### src/rtl/esi_arr_tb_pkg.sv
`default_nettype none
// ============================================================================
//  Package     : esi_arr_tb_pkg
//  Description : Shared types, FSM encoding and helper functions for the
//                ESI array-sum drive/check block.
//  Revision    : 1.0 - initial release
// ============================================================================
package esi_arr_tb_pkg;

  typedef logic signed [12:0] si13_t;
  typedef logic        [23:0] ui24_t;

  // Element k of an array lives at bits [13k +: 13] (element 0 at the LSBs).
  typedef si13_t [3:0] arr4_si13_t;
  typedef ui24_t [1:0] arr2_ui24_t;

  typedef enum logic [1:0] {
    ST_RUN   = 2'd0,
    ST_DRAIN = 2'd1,
    ST_DONE  = 2'd2
  } state_t;

  // Pairwise sign-extended sum of the four 13-bit elements, kept modulo 2^24.
  function automatic arr2_ui24_t arr_sum_expected(input arr4_si13_t a);
    arr2_ui24_t res;
    for (int j = 0; j < 2; j++) begin
      res[j] = ui24_t'({{11{a[2*j][12]}},   a[2*j]}) +
               ui24_t'({{11{a[2*j+1][12]}}, a[2*j+1]});
    end
    return res;
  endfunction

  // Vector n of the stimulus sequence: element k = (seed + 4n + k) mod 2^13.
  function automatic arr4_si13_t arr_gen_vector(input logic [31:0] seed,
                                                input logic [31:0] n);
    arr4_si13_t v;
    logic [31:0] w;
    for (int k = 0; k < 4; k++) begin
      w    = seed + (n << 2) + 32'(k);
      v[k] = w[12:0];
    end
    return v;
  endfunction

endpackage : esi_arr_tb_pkg
`default_nettype wire

### src/rtl/arr_sum_exp_fifo.sv
`default_nettype none
// ============================================================================
//  Module      : arr_sum_exp_fifo
//  Description : Synchronous FIFO of expected array-sum results. Pushes when
//                full and pops when empty are ignored. Reset clears the
//                pointers and the occupancy count; storage is not reset.
//  Revision    : 1.0 - initial release
// ============================================================================
module arr_sum_exp_fifo
  import esi_arr_tb_pkg::*;
#(
  parameter int DEPTH = 4
) (
  input  logic                       clk,
  input  logic                       rstn,
  input  logic                       push,
  input  logic [47:0]                push_data,
  input  logic                       pop,
  output logic [47:0]                head,
  output logic [$clog2(DEPTH):0]     count,
  output logic                       full,
  output logic                       empty
);

  localparam int c_PTR_W = $clog2(DEPTH);
  localparam int c_CNT_W = c_PTR_W + 1;
  localparam logic [c_CNT_W-1:0] c_DEPTH_CNT = c_CNT_W'(DEPTH);

  arr2_ui24_t               r_mem [DEPTH];
  logic [c_PTR_W-1:0]       r_wr_ptr;
  logic [c_PTR_W-1:0]       r_rd_ptr;
  logic [c_CNT_W-1:0]       r_count;
  logic                     w_push_ok;
  logic                     w_pop_ok;

  assign full      = (r_count == c_DEPTH_CNT);
  assign empty     = (r_count == '0);
  assign count     = r_count;
  assign head      = r_mem[r_rd_ptr];
  assign w_push_ok = push && !full;
  assign w_pop_ok  = pop && !empty;

  // Storage write; DEPTH is a power of two so the pointers wrap naturally.
  always_ff @(posedge clk) begin
    if (w_push_ok) begin
      r_mem[r_wr_ptr] <= push_data;
    end
  end

  // Pointer and occupancy tracking; simultaneous push/pop leaves count alone.
  always_ff @(posedge clk) begin
    if (!rstn) begin
      r_wr_ptr <= '0;
      r_rd_ptr <= '0;
      r_count  <= '0;
    end else begin
      if (w_push_ok) r_wr_ptr <= r_wr_ptr + 1'b1;
      if (w_pop_ok)  r_rd_ptr <= r_rd_ptr + 1'b1;
      case ({w_push_ok, w_pop_ok})
        2'b10:   r_count <= r_count + 1'b1;
        2'b01:   r_count <= r_count - 1'b1;
        default: r_count <= r_count;
      endcase
    end
  end

endmodule : arr_sum_exp_fifo
`default_nettype wire

### src/rtl/arr_sum_drive_check.sv
`default_nettype none
// ============================================================================
//  Module      : arr_sum_drive_check
//  Description : Drives a deterministic stream of 4 x si13 vectors into an
//                array-sum block and checks the 2 x ui24 results it returns
//                against sums computed from the vectors sent. Counts vectors
//                sent, results accepted and errors (mismatched or unexpected
//                results). A zero-latency (combinational) summer is handled
//                by comparing against the vector being sent in the same cycle.
//  Options     : ARR_SUM_RAND_BP_EN - pseudo-random backpressure on the
//                result channel (ready asserted when a registered value in
//                0..100 exceeds 25).
//  Revision    : 1.0 - initial release
// ============================================================================
module arr_sum_drive_check
  import esi_arr_tb_pkg::*;
#(
  parameter int NUM_VECTORS = 16,
  parameter int SEED        = 0,
  parameter int FIFO_DEPTH  = 4
) (
  input  logic        clk,
  input  logic        rstn,
  // Outbound vector stream
  output logic        arr_valid,
  input  logic        arr_ready,
  output logic [51:0] arr_data,
  // Inbound result stream
  input  logic        totalOut_valid,
  output logic        totalOut_ready,
  input  logic [47:0] totalOut_data,
  // Status
  output logic [31:0] sent_count,
  output logic [31:0] recv_count,
  output logic [31:0] err_count,
  output logic        done
);

  localparam int c_CNT_W = $clog2(FIFO_DEPTH) + 1;
  localparam logic [c_CNT_W-1:0] c_DEPTH_CNT = c_CNT_W'(FIFO_DEPTH);
  localparam logic [31:0] c_NUM_VEC = 32'(NUM_VECTORS);
  localparam logic [31:0] c_SEED    = 32'(SEED);
  localparam logic [31:0] c_CNT_MAX = '1;

  state_t             r_state;
  state_t             w_state_nxt;
  logic [31:0]        r_idx;
  logic [31:0]        r_sent;
  logic [31:0]        r_recv;
  logic [31:0]        r_err;
  logic [31:0]        w_sent_nxt;
  logic [31:0]        w_recv_nxt;
  logic [31:0]        w_err_nxt;

  arr4_si13_t         w_vec;
  arr2_ui24_t         w_exp;
  logic [47:0]        w_cmp;
  logic [47:0]        w_fifo_head;
  logic [c_CNT_W-1:0] w_fifo_count;
  logic               w_fifo_full;
  logic               w_fifo_empty;

  logic               w_send_hs;
  logic               w_recv_hs;
  logic               w_bypass;
  logic               w_unexpected;
  logic               w_accept;
  logic               w_mismatch;
  logic               w_push;
  logic               w_pop;

  // Current vector and its expected sum depend only on the vector index,
  // so data stays stable while a send is stalled.
  assign w_vec    = arr_gen_vector(c_SEED, r_idx);
  assign w_exp    = arr_sum_expected(w_vec);
  assign arr_data = w_vec;

  assign w_send_hs    = arr_valid && arr_ready;
  assign w_recv_hs    = totalOut_valid && totalOut_ready;
  // Zero-latency result: compare against the vector leaving this cycle.
  assign w_bypass     = w_recv_hs && w_fifo_empty && w_send_hs;
  assign w_unexpected = w_recv_hs && w_fifo_empty && !w_send_hs;
  assign w_accept     = w_recv_hs && !w_unexpected;
  assign w_cmp        = w_fifo_empty ? w_exp : w_fifo_head;
  assign w_mismatch   = w_accept && (totalOut_data != w_cmp);
  assign w_push       = w_send_hs && !w_bypass && !w_fifo_full;
  assign w_pop        = w_accept && !w_fifo_empty;

  arr_sum_exp_fifo #(
    .DEPTH (FIFO_DEPTH)
  ) u_exp_fifo (
    .clk       (clk),
    .rstn      (rstn),
    .push      (w_push),
    .push_data (w_exp),
    .pop       (w_pop),
    .head      (w_fifo_head),
    .count     (w_fifo_count),
    .full      (w_fifo_full),
    .empty     (w_fifo_empty)
  );

  // Next-state, saturating counter updates and channel/status outputs.
  always_comb begin
    w_state_nxt = r_state;
    w_sent_nxt  = r_sent;
    w_recv_nxt  = r_recv;
    w_err_nxt   = r_err;
    arr_valid   = 1'b0;
    done        = 1'b0;

    if (w_send_hs && (r_sent != c_CNT_MAX)) w_sent_nxt = r_sent + 32'd1;
    if (w_accept && (r_recv != c_CNT_MAX))  w_recv_nxt = r_recv + 32'd1;
    if ((w_unexpected || w_mismatch) && (r_err != c_CNT_MAX)) w_err_nxt = r_err + 32'd1;

    case (r_state)
      ST_RUN: begin
        arr_valid = rstn && (w_fifo_count < c_DEPTH_CNT);
        if (w_recv_nxt >= c_NUM_VEC)      w_state_nxt = ST_DONE;
        else if (w_sent_nxt >= c_NUM_VEC) w_state_nxt = ST_DRAIN;
      end
      ST_DRAIN: begin
        if (w_recv_nxt >= c_NUM_VEC) w_state_nxt = ST_DONE;
      end
      ST_DONE: begin
        done = 1'b1;
      end
      default: begin
        w_state_nxt = ST_RUN;
      end
    endcase
  end

  // State, vector index and counter registers.
  always_ff @(posedge clk) begin
    if (!rstn) begin
      r_state <= ST_RUN;
      r_idx   <= '0;
      r_sent  <= '0;
      r_recv  <= '0;
      r_err   <= '0;
    end else begin
      r_state <= w_state_nxt;
      r_sent  <= w_sent_nxt;
      r_recv  <= w_recv_nxt;
      r_err   <= w_err_nxt;
      if (w_send_hs) r_idx <= r_idx + 32'd1;
    end
  end

  assign sent_count = r_sent;
  assign recv_count = r_recv;
  assign err_count  = r_err;

`ifdef ARR_SUM_RAND_BP_EN
  logic [15:0] r_lfsr;
  logic [6:0]  r_rand;

  // Pseudo-random backpressure: registered value in 0..100, ready when > 25.
  always_ff @(posedge clk) begin
    if (!rstn) begin
      r_lfsr <= 16'hACE1;
      r_rand <= '0;
    end else begin
      r_lfsr <= {r_lfsr[14:0], r_lfsr[15] ^ r_lfsr[13] ^ r_lfsr[12] ^ r_lfsr[10]};
      r_rand <= 7'(r_lfsr % 16'd101);
    end
  end

  assign totalOut_ready = rstn && (r_rand > 7'd25);
`else
  assign totalOut_ready = rstn;
`endif

endmodule : arr_sum_drive_check
`default_nettype wire

### config.mk
export PLATFORM = sky130hd
export DESIGN_NAME = arr_sum_drive_check
export DESIGN_NICKNAME = d
export VERILOG_FILES = /design/src/rtl/esi_arr_tb_pkg.sv /design/src/rtl/arr_sum_exp_fifo.sv /design/src/rtl/arr_sum_drive_check.sv
export SDC_FILE = /design/constraint.sdc
export NUM_CORES = 1
export LEC_CHECK = 0
export CORE_UTILIZATION = 55
export DETAILED_ROUTE_END_ITERATION = 8
export PLACE_DENSITY = 0.93
export SETUP_SLACK_MARGIN = 0.1
export SLEW_MARGIN = 0
export SYNTH_ARGS = -nofsm -noshare
export SYNTH_HDL_FRONTEND = slang
export SYNTH_SLANG_ARGS = --single-unit
### constraint.sdc
create_clock -name clk -period 5.9 [get_ports clk]
set_input_delay 1.18 -clock clk [delete_from_list [all_inputs] [get_ports clk]]
set_output_delay 1.18 -clock clk [all_outputs]
set_load 0.01 [all_outputs]
Word-level counts from Yosys, hierarchy flattened
Memory sizes are Yosys's and may differ from the RTL's. A register that Yosys moved wholly into a read port is not among the register bits. Cells that the tools add are included.

Memories kept: 1. Output and inout bits: 151. Input port bits: 52. Bits in registers: 137. Word-level logic and storage cells: 77. Memory bits (writable): 192.

Bitwise gates (word level): 1. Order comparisons: 3. Reductions and logical operators: 26. $add $sub $neg: 13. Equality and inequality tests: 11. Multiplexer cells: 14.

Memory list: u_exp_fifo.r_mem (depth 4, width 48, read ports 1, clocked after Yosys merged registers in 1, wr ports 1, line arr_sum_exp_fifo.sv:29) `arr2_ui24_t r_mem [DEPTH];`.

Operator list (count): adder 32 x 1 -> 32 bit (second input constant) (4); != test 32 bit (second input constant) (3); >= comparator 32 x 5 -> 1 bit (second input constant) (2); two-way mux 32 bit (2); two-way mux 48 bit (1); != test 48 bit (1); adder 13 x 13 -> 14 bit (2); adder 13 x 2 -> 13 bit (second input constant) (2); logical AND 1 bit (16); adder 13 x 1 -> 13 bit (second input constant) (1); two-way mux 2 bit (5); case mux 2 bit (3 select lines) (1); case mux 3 bit (2 select lines) (1); logical NOT 1 bit (5); adder 2 x 1 -> 2 bit (second input constant) (2); == test 2 x 1 -> 1 bit (second input constant) (2); == test 2 bit (second input constant) (2); two-way mux 1 bit (4); adder 3 x 1 -> 3 bit (second input constant) (1); == test 3 bit (second input constant) (1); logical NOT 3 bit (1); < comparator 3 bit (second input constant) (1); != test 3 bit (second input constant) (1); AND reduction 3 bit (1); 6 further kinds (6).

Depth between registers and ports, before layout
Gate-level depths: netlist of the first run.

Depth in word-level cells: 13. Depth in mapped cells: 13. Gate-level depth less buffers: 10.

By module
From an unflattened synthesis of the first run, not the netlist that was laid out.

Cells, all modules: 1242. Area, all modules: 14860.5 µm².

Modules (own cells, without submodules): arr_sum_drive_check (sequential area each 2182.1 µm², cells an instance 938, area an instance 7453.4 µm², instances 1); arr_sum_exp_fifo (sequential area each 5945.7 µm², cells an instance 304, area an instance 7407.1 µm², instances 1).

Worst setup path before layout of the first run
No wires, ideal clock.

Path type: input to register. Start point: in rstn. End point: reg r_state[0]. Setup time: 0.122 ns. Data required time: 5.778 ns. Arrival: 3.430 ns. Stages on the path: 10. Buffers on the path: 2. Slack: 2.349 ns. Path through: nor4b_1 -> and2_1 -> clkbuf_1 -> o31ai_1 -> buf_2 -> nor3_1 -> a22oi_1 -> a21oi_1 -> nand4_1 -> o311a_1.

Cells in the longest elaborated chain, start to end: 12. Elaborated cells on any way between the ends: 20. Those cells by class: order compare (2); eq/ne (2); mux (5); reduce/logical (11).

Ends and longest elaborated chain: start: declaration (line arr_sum_drive_check.sv:23) `input logic rstn,`; logical AND 1 bit (line arr_sum_drive_check.sv:118) `arr_valid = rstn && (w_fifo_count < c_DEPTH_CNT);`; two-way mux 1 bit (line arr_sum_drive_check.sv:116) `case (r_state)`; logical AND 1 bit (line arr_sum_drive_check.sv:78) `assign w_send_hs = arr_valid && arr_ready;`; logical NOT 1 bit (line arr_sum_drive_check.sv:82) `assign w_unexpected = w_recv_hs && w_fifo_empty && !w_send_hs;`; logical AND 1 bit (line arr_sum_drive_check.sv:82); logical NOT 1 bit (line arr_sum_drive_check.sv:83) `assign w_accept = w_recv_hs && !w_unexpected;`; logical AND 1 bit (line arr_sum_drive_check.sv:83); logical AND 1 bit (line arr_sum_drive_check.sv:113) `if (w_accept && (r_recv != c_CNT_MAX)) w_recv_nxt = r_recv + 32'd1;`; two-way mux 32 bit (line arr_sum_drive_check.sv:113); >= comparator 32 x 5 -> 1 bit (line arr_sum_drive_check.sv:119, arr_sum_drive_check.sv:123); != test 3 bit (no line), or another cell as far along; AND reduction 3 bit (no line) / case mux 2 bit (3 select lines) (equally long branches); end signal: assignment (line arr_sum_drive_check.sv:143) `r_state <= w_state_nxt;`; end: declaration (line arr_sum_drive_check.sv:45) `state_t r_state;`.

Parallel ways exist; a longest one is shown, timed or not. A chain may end at the register's enable or synchronous reset.

Worst setup path after layout of the first run
Start point: in rstn. End point: reg r_err[31] (netlist: err_count[31]).

Cells in the longest elaborated chain, start to end: 10. Elaborated cells on any way between the ends: 12. Those cells by class: mux (1); reduce/logical (11).

Ends and longest elaborated chain: logical AND 1 bit (line arr_sum_drive_check.sv:118); two-way mux 1 bit (line arr_sum_drive_check.sv:116); logical AND 1 bit (line arr_sum_drive_check.sv:78); logical NOT 1 bit (line arr_sum_drive_check.sv:82); logical AND 1 bit (line arr_sum_drive_check.sv:82); logical NOT 1 bit (line arr_sum_drive_check.sv:83); logical AND 1 bit (line arr_sum_drive_check.sv:83); logical AND 1 bit (line arr_sum_drive_check.sv:85) `assign w_mismatch = w_accept && (totalOut_data != w_cmp);`; logical OR 1 bit (line arr_sum_drive_check.sv:114) `if ((w_unexpected || w_mismatch) && (r_err != c_CNT_MAX)) w_err_nxt = r_err + 32'd1;`; logical AND 1 bit (line arr_sum_drive_check.sv:114); end signal: assignment (line arr_sum_drive_check.sv:146) `r_err <= w_err_nxt;`; end: declaration (line arr_sum_drive_check.sv:50) `logic [31:0] r_err;`.

Parallel ways exist; a longest one is shown, timed or not.

==> impl_metrics.tcl, run 1 <==
set metrics [dict create \
    status "completed" \
    rsz0062_at_grt "false" \
    placementRows 46 \
    first_global_vias 7545 \
    synth_edf_count 44 \
    yosys_warnings 0 \
    synth_cell_types 76 \
    hold_buffers 0 \
    utilization 0.7137 \
    fillers 1138 \
    path_clk_slew_ns 0.06 \
    min_period_over_period 0.7641 \
    stdcell_count 1363 \
    final_cell_mix "clkdlybuf4s50_1 (194), dfxtp_1 (118), nor2_1 (116), nand2_1 (95), xnor2_1 (50)" \
    synth_seq_area_share 0.4135 \
    wl_per_cell_um 17.31 \
    synth-main-ff-cell "dfxtp_1" \
    die_w_um 129.3 \
    vdd.ir_drop.worst_mv 0.1889 \
    period_needed_ns 4.508 \
    die_y_um 129.3 \
    clockBufferDepth 2 \
    slowest_stage "a2111oi_4" \
    holdWs_ns 0.4858 \
    worstSetupStartpointType "input port" \
    portBuffers 194 \
    fin_nets 1195 \
    path_class "input port to flip-flop" \
    core_mm2 0.01583 \
    pwr_density_cell_mw_per_mm2 223.7 \
    io_pins 203 \
    cts_resized 0 \
    syn_inst 992 \
    dpl.cell_count 1330 \
    drive_gt1_frac 0.05236 \
    setup_viol 0 \
    cts_tree "built" \
    p_leak_nw 3.782 \
    p_total_mw 2.526 \
    cts_buffers 17 \
    routabilityCongestion 0.9246 \
    root_buffer "clkbuf_16" \
    crit_arrival_ns 4.83 \
    synth.avg_cell_area_um2 8.980 \
    grt_max_degree 63 \
    cap_violations 0 \
    track_usage 0.2843 \
    cpMostUsedCell "nand4_1" \
    hpwl_mm 16.80 \
    synthArstFlopShare 0 \
    fin_tns_setup_ns 0 \
    clk_latency_ns 0.43 \
    ant_nets 0 \
    overflow 0 \
    hold_path_class "flip-flop to flip-flop" \
    post_drt_via_cell_ratio 6.003 \
    slew_headroom 0.1893 \
    drtIter0Drc 661 \
    hold_viol_final 0 \
    drc_errors 0 \
    crit_fanout 21 \
    grt_pass1_wl_mm 37.19 \
    post-cts-setup-buffers 0 \
    syn2layout_area_growth_pct 26.80 \
    dr.pass1.iters 6 \
    antenna_found_initial 1 \
    cp-end-kind "flip-flop" \
    fmax_mhz 221.8 \
    cpPeakStageDelay_ns 0.86 \
    required_ns 6.22 \
    finClkSkew_ns 0.009117 \
    syn_area_mm2 0.008909 \
    die_area_mm2 0.01671 \
    synth_seq_cells 162 \
    cts_max_level 4 \
    final_common_cell "clkdlybuf4s50_1" \
    wl_mm 23.60 \
    tightest_slew_ns 1.206 \
    vias 8182 \
    clkSinkCount 162 \
    start_util 0.5628 \
    cp_cell_sequence "clkdlybuf4s50_1 -> nand4bb_1 -> nor4_1 -> nand4_1 -> a21oi_1 -> nand4_1 -> a2111oi_4 -> or2_1 -> o311ai_0 -> o41ai_1" \
    slew_violations 0 \
]
## sequential cells by signal, summed over array words and instances (netlist names), named ones only
signal / cells
u_exp_fifo.r_wr_ptr: 2
sent_count: 32
r_idx: 11
r_state: 2
u_exp_fifo.r_mem: 44
recv_count: 32
u_exp_fifo.r_rd_ptr: 2
err_count: 32
u_exp_fifo.count: 3
## synthesized netlist by cell type (4+ instances only)
cell type | n | area [um^2]
a21oi_1 | 36 | 180.2
a31oi_1 | 6 | 37.54
and2_1 | 18 | 112.6
and3_1 | 29 | 181.4
and4_1 | 13 | 113.9
buf_2 | 6 | 30.03
buf_4 | 42 | 315.3
clkbuf_1 | 30 | 112.6
dfxtp_1 | 118 | 2362
edfxtp_1 | 44 | 1321
ha_1 | 9 | 112.6
inv_1 | 20 | 75.07
mux2_2 | 4 | 45.04
mux2i_1 | 22 | 220.2
mux4_2 | 9 | 202.7
nand2_1 | 95 | 356.6
nand2b_1 | 11 | 68.82
nand3_1 | 43 | 215.2
nand4_1 | 43 | 269.0
nor2_1 | 116 | 435.4
nor3_1 | 26 | 130.1
nor4_1 | 21 | 131.4
o211ai_1 | 5 | 37.54
o21a_1 | 4 | 30.03
o21ai_0 | 16 | 80.08
o311ai_0 | 5 | 43.79
o31ai_1 | 5 | 37.54
o41ai_1 | 5 | 43.79
or2_2 | 6 | 37.54
or3_1 | 19 | 118.9
or4_1 | 7 | 52.55
xnor2_1 | 50 | 437.9
xor2_1 | 44 | 385.4
## logic make-up (layout without fill, tap and decap cells)
logic type,Yosys count,count (layout),share of synthesized area
and+or+nand+nor,467,467,0.2684
adders and majority gates,10,10,0.01489
buffers and inverters,103,251,0.06447
DFF,162,162,0.4135
xor gates and xnor gates,94,94,0.09242
other,2,9,0.0008430
AOI/OAI and AO/OA,119,119,0.09298
muxes,35,35,0.05253
## final cells by class
cell class,instances,area (um^2),share of cell area
Inverter,20,75.07,0.006646
Multi-Input combinational cell,733,4673,0.4137
Clock buffer,24,514.2,0.04553
Antenna cell,1,2.502,0.0002215
Clock inverter,8,97.59,0.008640
Timing Repair Buffer,199,1979,0.1752
Sequential cell,162,3684,0.3261
Tap cell,216,270.3,0.02393
## worst max-delay path: cells and delay by family
family / cells / cell delay, ns
buffers and inverters: 1 / 0.66
and+or+nand+nor: 5 / 1.58
AOI/OAI and AO/OA: 4 / 1.39
## layer usage
metal	vias to the layer above	part of all wire	wire [um]	track usage
met4	0	0.028	654	0.1343
met2	451	0.49	11470	0.4886
met1	3842	0.40	9452	0.3481
met5	-	0	0	0
li1	3829	-	-	-
met3	60	0.085	2017	0.04748
## metrics by stage
step / worst slack, ns / area [um^2]
3_5_place_dp: 1.002 / 10680
6_report: 1.392 / 11300
3_3_place_gp: 1.171 / 10680
5_1_grt: 1.001 / 11300
2_1_floorplan: 2.349 / 8931
4_1_cts: 1.417 / 11290
## final timing paths
check                                                  end  cells past startpoint  slack, ns                      start
worst max-delay path            err_count[31]$_SDFFE_PN0P_                     10       1.39                       rstn
worst min-delay path             err_count[6]$_SDFFE_PN0P_                      1       0.49  err_count[6]$_SDFFE_PN0P_
worst max register to register  err_count[31]$_SDFFE_PN0P_                      9       1.60                  flip-flop
worst min register to register   err_count[6]$_SDFFE_PN0P_                      1       0.49  err_count[6]$_SDFFE_PN0P_
## power breakdown
group,total (mW),switching (mW),internal [mW],leakage (nW)
clock,1.13,0.438,0.694,0.293
combinational,0.215,0.112,0.103,2.19
sequential,1.18,0.0230,1.16,1.29
total,2.53,0.573,1.95,3.78
Power figures use the tool's default switching activity.
==> run 2, diff against run 1 <==
CORE_UTILIZATION = 51   (was 55)
PLACE_DENSITY = 0.88   (was 0.93)
clock period = 4.45 ns   (was 5.9 ns; I/O delays follow)
==> impl_metrics.tcl, run 2 (synthesized netlist as in run 1, its figures left out) <==
set metrics [dict create \
    finClkSkew_ns 0.006576 \
    placementRows 47 \
    power_frac_seq 0.474 \
    crit_arrival_ns 4.17 \
    hold_viol_final 0 \
    first_global_vias 7546 \
    slew_headroom 0.2344 \
    status "completed" \
    drive_gt1_frac 0.06061 \
    cts_buffers 17 \
    vdd.ir_drop.worst_mv 0.2494 \
    place_ws_ns 0.1361 \
    final_common_cell "clkdlybuf4s50_1" \
    p_total_mw 3.292 \
    drc_errors 0 \
    drtIter0Drc 712 \
    place_area_mm2 0.01075 \
    cp-end-kind "flip-flop" \
    post_drt_via_cell_ratio 5.878 \
    wl_mm 23.59 \
    fmax_mhz 257.2 \
    setup_viol 0 \
    crit_start "rstn" \
    stdcell_count 1375 \
    sw_frac_of_total 0.2328 \
    path_class "input port to flip-flop" \
    post-cts-setup-buffers 0 \
    hold_buffers 0 \
    io_pins 203 \
    syn2layout_area_growth_pct 27.37 \
    overflow 0 \
    p_leak_nw 3.824 \
    regMostFlops "u_exp_fifo.r_mem" \
    root_buffer "clkbuf_16" \
    cts_tree "built" \
    power_frac_clock 0.436 \
    seq_area_mm2 0.003684 \
    reg2reg_slack_ns 0.64 \
    min_period_over_period 0.8738 \
    r2r_start "sent_count[0]$_SDFF_PN0_" \
    clk_latency_ns 0.43 \
    fillers 1349 \
    cap_violations 0 \
    rsz0062_at_grt "false" \
    final_cell_mix "clkdlybuf4s50_1 (194), dfxtp_1 (118), nor2_1 (116), nand2_1 (95), xnor2_1 (50)" \
    dr.pass1.iters 6 \
    dpl.cell_count 1343 \
    utilization 0.6747 \
    period_needed_ns 3.888 \
    antenna_found_initial 0 \
    fin_nets 1204 \
    multi_input_area_mm2 0.004673 \
    die_w_um 134.2 \
    largest_register_ffs 44 \
    core_mm2 0.01682 \
    tightest_slew_ns 1.139 \
    fin_tns_setup_ns 0 \
    worstSetupStartpointType "input port" \
    pwr_density_cell_mw_per_mm2 290.2 \
    cts_max_level 4 \
    combPwrFrac 0.090 \
    regToRegEndpoint "r_state[0]$_SDFFE_PN0P_" \
    die_y_um 134.2 \
    clkSinkCount 162 \
    clockBufferDepth 2 \
    internal_power_mw 2.526 \
    holdWs_ns 0.4951 \
    vias 8082 \
    required_ns 4.73 \
    routabilityCongestion 0.9218 \
    grt_pass1_wl_mm 37.68 \
    final_area_mm2 0.01135 \
    cts_resized 0 \
    portBuffers 194 \
    path_clk_slew_ns 0.06 \
    start_util 0.5297 \
    ant_nets 0 \
    r2r_cells 9 \
    endpoint "r_state[1]$_SDFFE_PN0P_" \
    die_area_mm2 0.01800 \
    diodes 0 \
    power.switching_mw 0.7664 \
    hold_path_class "flip-flop to flip-flop" \
    grt_max_degree 50 \
    crit_fanout 6 \
    layout_setup_ws_ns 0.5616 \
    wl_per_cell_um 17.16 \
    track_usage 0.2636 \
    hpwl_mm 16.92 \
    slew_violations 0 \
]
## run 2: changes by cell type in the layout (fill, tap and decap cells not counted), sizes merged
cell      delta
buf          +9
clkinv       +4
clkbuf       -3
bufinv       -1
clkinvlp     -1
diode        -1
inv          +1
## run 2: worst min-delay path by stage
stage                                             start                   endpoint  slack [ns]  cells past startpoint
floorplan           u_exp_fifo.r_rd_ptr[1]$_SDFFE_PN0P_                  flip-flop        0.48                      2
global placement              err_count[6]$_SDFFE_PN0P_  err_count[6]$_SDFFE_PN0P_        0.46                      1
detailed placement            err_count[5]$_SDFFE_PN0P_  err_count[5]$_SDFFE_PN0P_        0.49                      1
CTS                           err_count[5]$_SDFFE_PN0P_  err_count[5]$_SDFFE_PN0P_        0.50                      1
global route                  err_count[1]$_SDFFE_PN0P_  err_count[1]$_SDFFE_PN0P_        0.52                      2
finish                        err_count[5]$_SDFFE_PN0P_  err_count[5]$_SDFFE_PN0P_        0.50                      1
## run 2: critical path: stages
cell and delay, ns:
clkdlybuf4s50_1 0.61, nand4bb_1 0.30, a2111oi_0 0.59, buf_4 0.22
nand2_1 0.08, nor4_1 0.31, xnor2_1 0.21, nand4_1 0.11
or3_1 0.37, nor3_1 0.32, a41oi_1 0.17
## run 2: cell type report
| class | count | area share |
|---|---|---|
| multi-input combinational | 733 | 0.4118 |
| sequential | 162 | 0.3246 |
| timing repair buffer | 208 | 0.1804 |
| clock buffer | 21 | 0.04344 |
| tap | 220 | 0.02426 |
| clock inverter | 11 | 0.008821 |
| inverter | 20 | 0.006616 |
## run 2: power by group through the flow
stage	clock [mW]	combinational, mW	sequential, mW
finish	1.44	0.295	1.56
global route	1.52	0.320	1.57
CTS	1.46	0.295	1.56
detailed placement	0	0.293	1.59
global placement	0	0.286	1.59
floorplan	0	0.189	1.58
## run 2: layer usage
metal / global-route usage / part of all wire / vias to the layer above
li1: - / - / 3835
met1: 0.3183 / 0.41 / 3824
met2: 0.4649 / 0.50 / 385
met3: 0.05367 / 0.082 / 38
met4: 0.09238 / 0.017 / 0
met5: 0 / 0 / -
==> run 3, diff against run 2 <==
CORE_MARGIN = 3   (was unset)
GPL_TIMING_DRIVEN = 0   (was unset)
==> impl_metrics.tcl, run 3 (synthesized netlist as in run 1, its figures left out) <==
set metrics [dict create \
    routabilityCongestion 0.9431 \
    hold_viol_final 0 \
    slew_violations 0 \
    status "completed" \
    finClkSkew_ns 0.009310 \
    drive_gt1_frac 0.08578 \
    power.switching_mw 0.7926 \
    whs_path_depth 1 \
    ant_nets 0 \
    pwr_density_cell_mw_per_mm2 272.9 \
    holdWs_ns 0.4859 \
    start_util 0.5297 \
    period_needed_ns 4.227 \
    placementRows 47 \
    post-cts-setup-buffers 0 \
    power_frac_seq 0.488 \
    portBuffers 194 \
    regMostFlops "u_exp_fifo.r_mem" \
    hold_buffers 0 \
    diodes 0 \
    overflow 0 \
    root_buffer "clkbuf_16" \
    vdd.ir_drop.worst_mv 0.3291 \
    internal_power_mw 2.393 \
    cts_tree "built" \
    r2r_start "recv_count[0]$_SDFF_PN0_" \
    crit_arrival_ns 4.50 \
    syn2layout_area_growth_pct 31.07 \
    endpoint "r_state[1]$_SDFFE_PN0P_" \
    utilization 0.6942 \
    largest_register_ffs 44 \
    regToRegEndpoint "r_state[1]$_SDFFE_PN0P_" \
    fin_nets 1273 \
    drc_errors 0 \
    fmax_mhz 236.6 \
    combPwrFrac 0.102 \
    reg2reg_slack_ns 0.77 \
    path_clk_slew_ns 0.06 \
    die_area_mm2 0.01909 \
    clockBufferDepth 2 \
    clkSinkCount 162 \
    dpl.cell_count 1412 \
    cap_violations 0 \
    cts_resized 0 \
    antenna_found_initial 0 \
    cp-end-kind "flip-flop" \
    grt_pass1_wl_mm 40.88 \
    cts_max_level 4 \
    first_global_vias 8030 \
    final_area_mm2 0.01168 \
    post_drt_via_cell_ratio 5.837 \
    final_cell_mix "clkdlybuf4s50_1 (194), dfxtp_1 (118), nor2_1 (116), nand2_1 (95), xnor2_1 (50)" \
    hold_path_class "flip-flop to flip-flop" \
    sw_frac_of_total 0.2488 \
    slew_headroom 0.4770 \
    crit_start "rstn" \
    drtIter0Drc 781 \
    stdcell_count 1444 \
    path_class "input port to flip-flop" \
    worstSetupStartpointType "input port" \
    final_common_cell "clkdlybuf4s50_1" \
    rsz0062_at_grt "false" \
    track_usage 0.2566 \
    tightest_slew_ns 0.7774 \
    dr.pass1.iters 6 \
    setup_viol 0 \
    core_mm2 0.01682 \
    required_ns 4.72 \
    place_ws_ns -0.3146 \
    clk_latency_ns 0.42 \
    power_frac_clock 0.410 \
    die_y_um 138.2 \
    grt_max_degree 17 \
    p_total_mw 3.186 \
    place_area_mm2 0.01115 \
    cts_buffers 17 \
    crit_fanout 6 \
    layout_setup_ws_ns 0.2229 \
    hp-start "err_count[6]$_SDFFE_PN0P_" \
    fin_tns_setup_ns 0 \
    die_w_um 138.2 \
    wl_per_cell_um 17.50 \
    wl_mm 25.26 \
    p_leak_nw 4.012 \
    min_period_over_period 0.9499 \
    io_pins 203 \
    r2r_cells 10 \
    hpwl_mm 18.56 \
    vias 8429 \
]
## run 3: cell types whose count changed in the layout (fill, tap and decap cells not counted), moves of 2 or more
cell,change
clkbuf_1,+31
buf_1,+2
buf_6,+3
buf_4,+28
clkinv_4,-2
clkinvlp_4,+4
clkbuf_16,-2
buf_2,+6
## run 3: critical path: stages
cell	delay (ns)
clkdlybuf4s50_1	0.65
nand4bb_1	0.37
a21o_1	0.34
nor3_1	0.60
o211ai_1	0.35
mux2i_1	0.22
nand4_1	0.11
or3_1	0.40
nor3_1	0.36
a41oi_1	0.19
## run 3: how the worst min path moves through the flow
stage | slack, ns | to
2_1_floorplan | 0.48 | flip-flop
3_3_place_gp | 0.47 | err_count[6]$_SDFFE_PN0P_
3_5_place_dp | 0.47 | err_count[6]$_SDFFE_PN0P_
4_1_cts | 0.49 | err_count[6]$_SDFFE_PN0P_
5_1_grt | 0.51 | err_count[6]$_SDFFE_PN0P_
6_report | 0.49 | err_count[6]$_SDFFE_PN0P_
## run 3: metal layers
metal  routed length [um]  vias to the layer above  global-route usage
met5                    0                        -                   0
li1                     -                     3982                   -
met1                10490                     3929              0.3274
met3                 2028                       61             0.05836
met4                  605                        0             0.08788
met2                12140                      457              0.4314
## run 3: cell type report
cell class / count / area [um^2]
Multi-Input combinational cell: 733 / 4679
Clock inverter: 13 / 88.84
Buffer: 83 / 499.2
Tap cell: 220 / 275.3
Clock buffer: 19 / 432.9
Timing Repair Buffer: 194 / 1942
Fill cell: 1308 / 5142
Sequential cell: 162 / 3684
Inverter: 20 / 75.07
## run 3: power groups by stage
stage	Combinational, mW	Clock [mW]	Sequential [mW]
2_1_floorplan	0.189	0	1.58
3_3_place_gp	0.312	0	1.58
3_5_place_dp	0.319	0	1.59
4_1_cts	0.322	1.32	1.55
5_1_grt	0.351	1.38	1.56
6_report	0.325	1.31	1.55
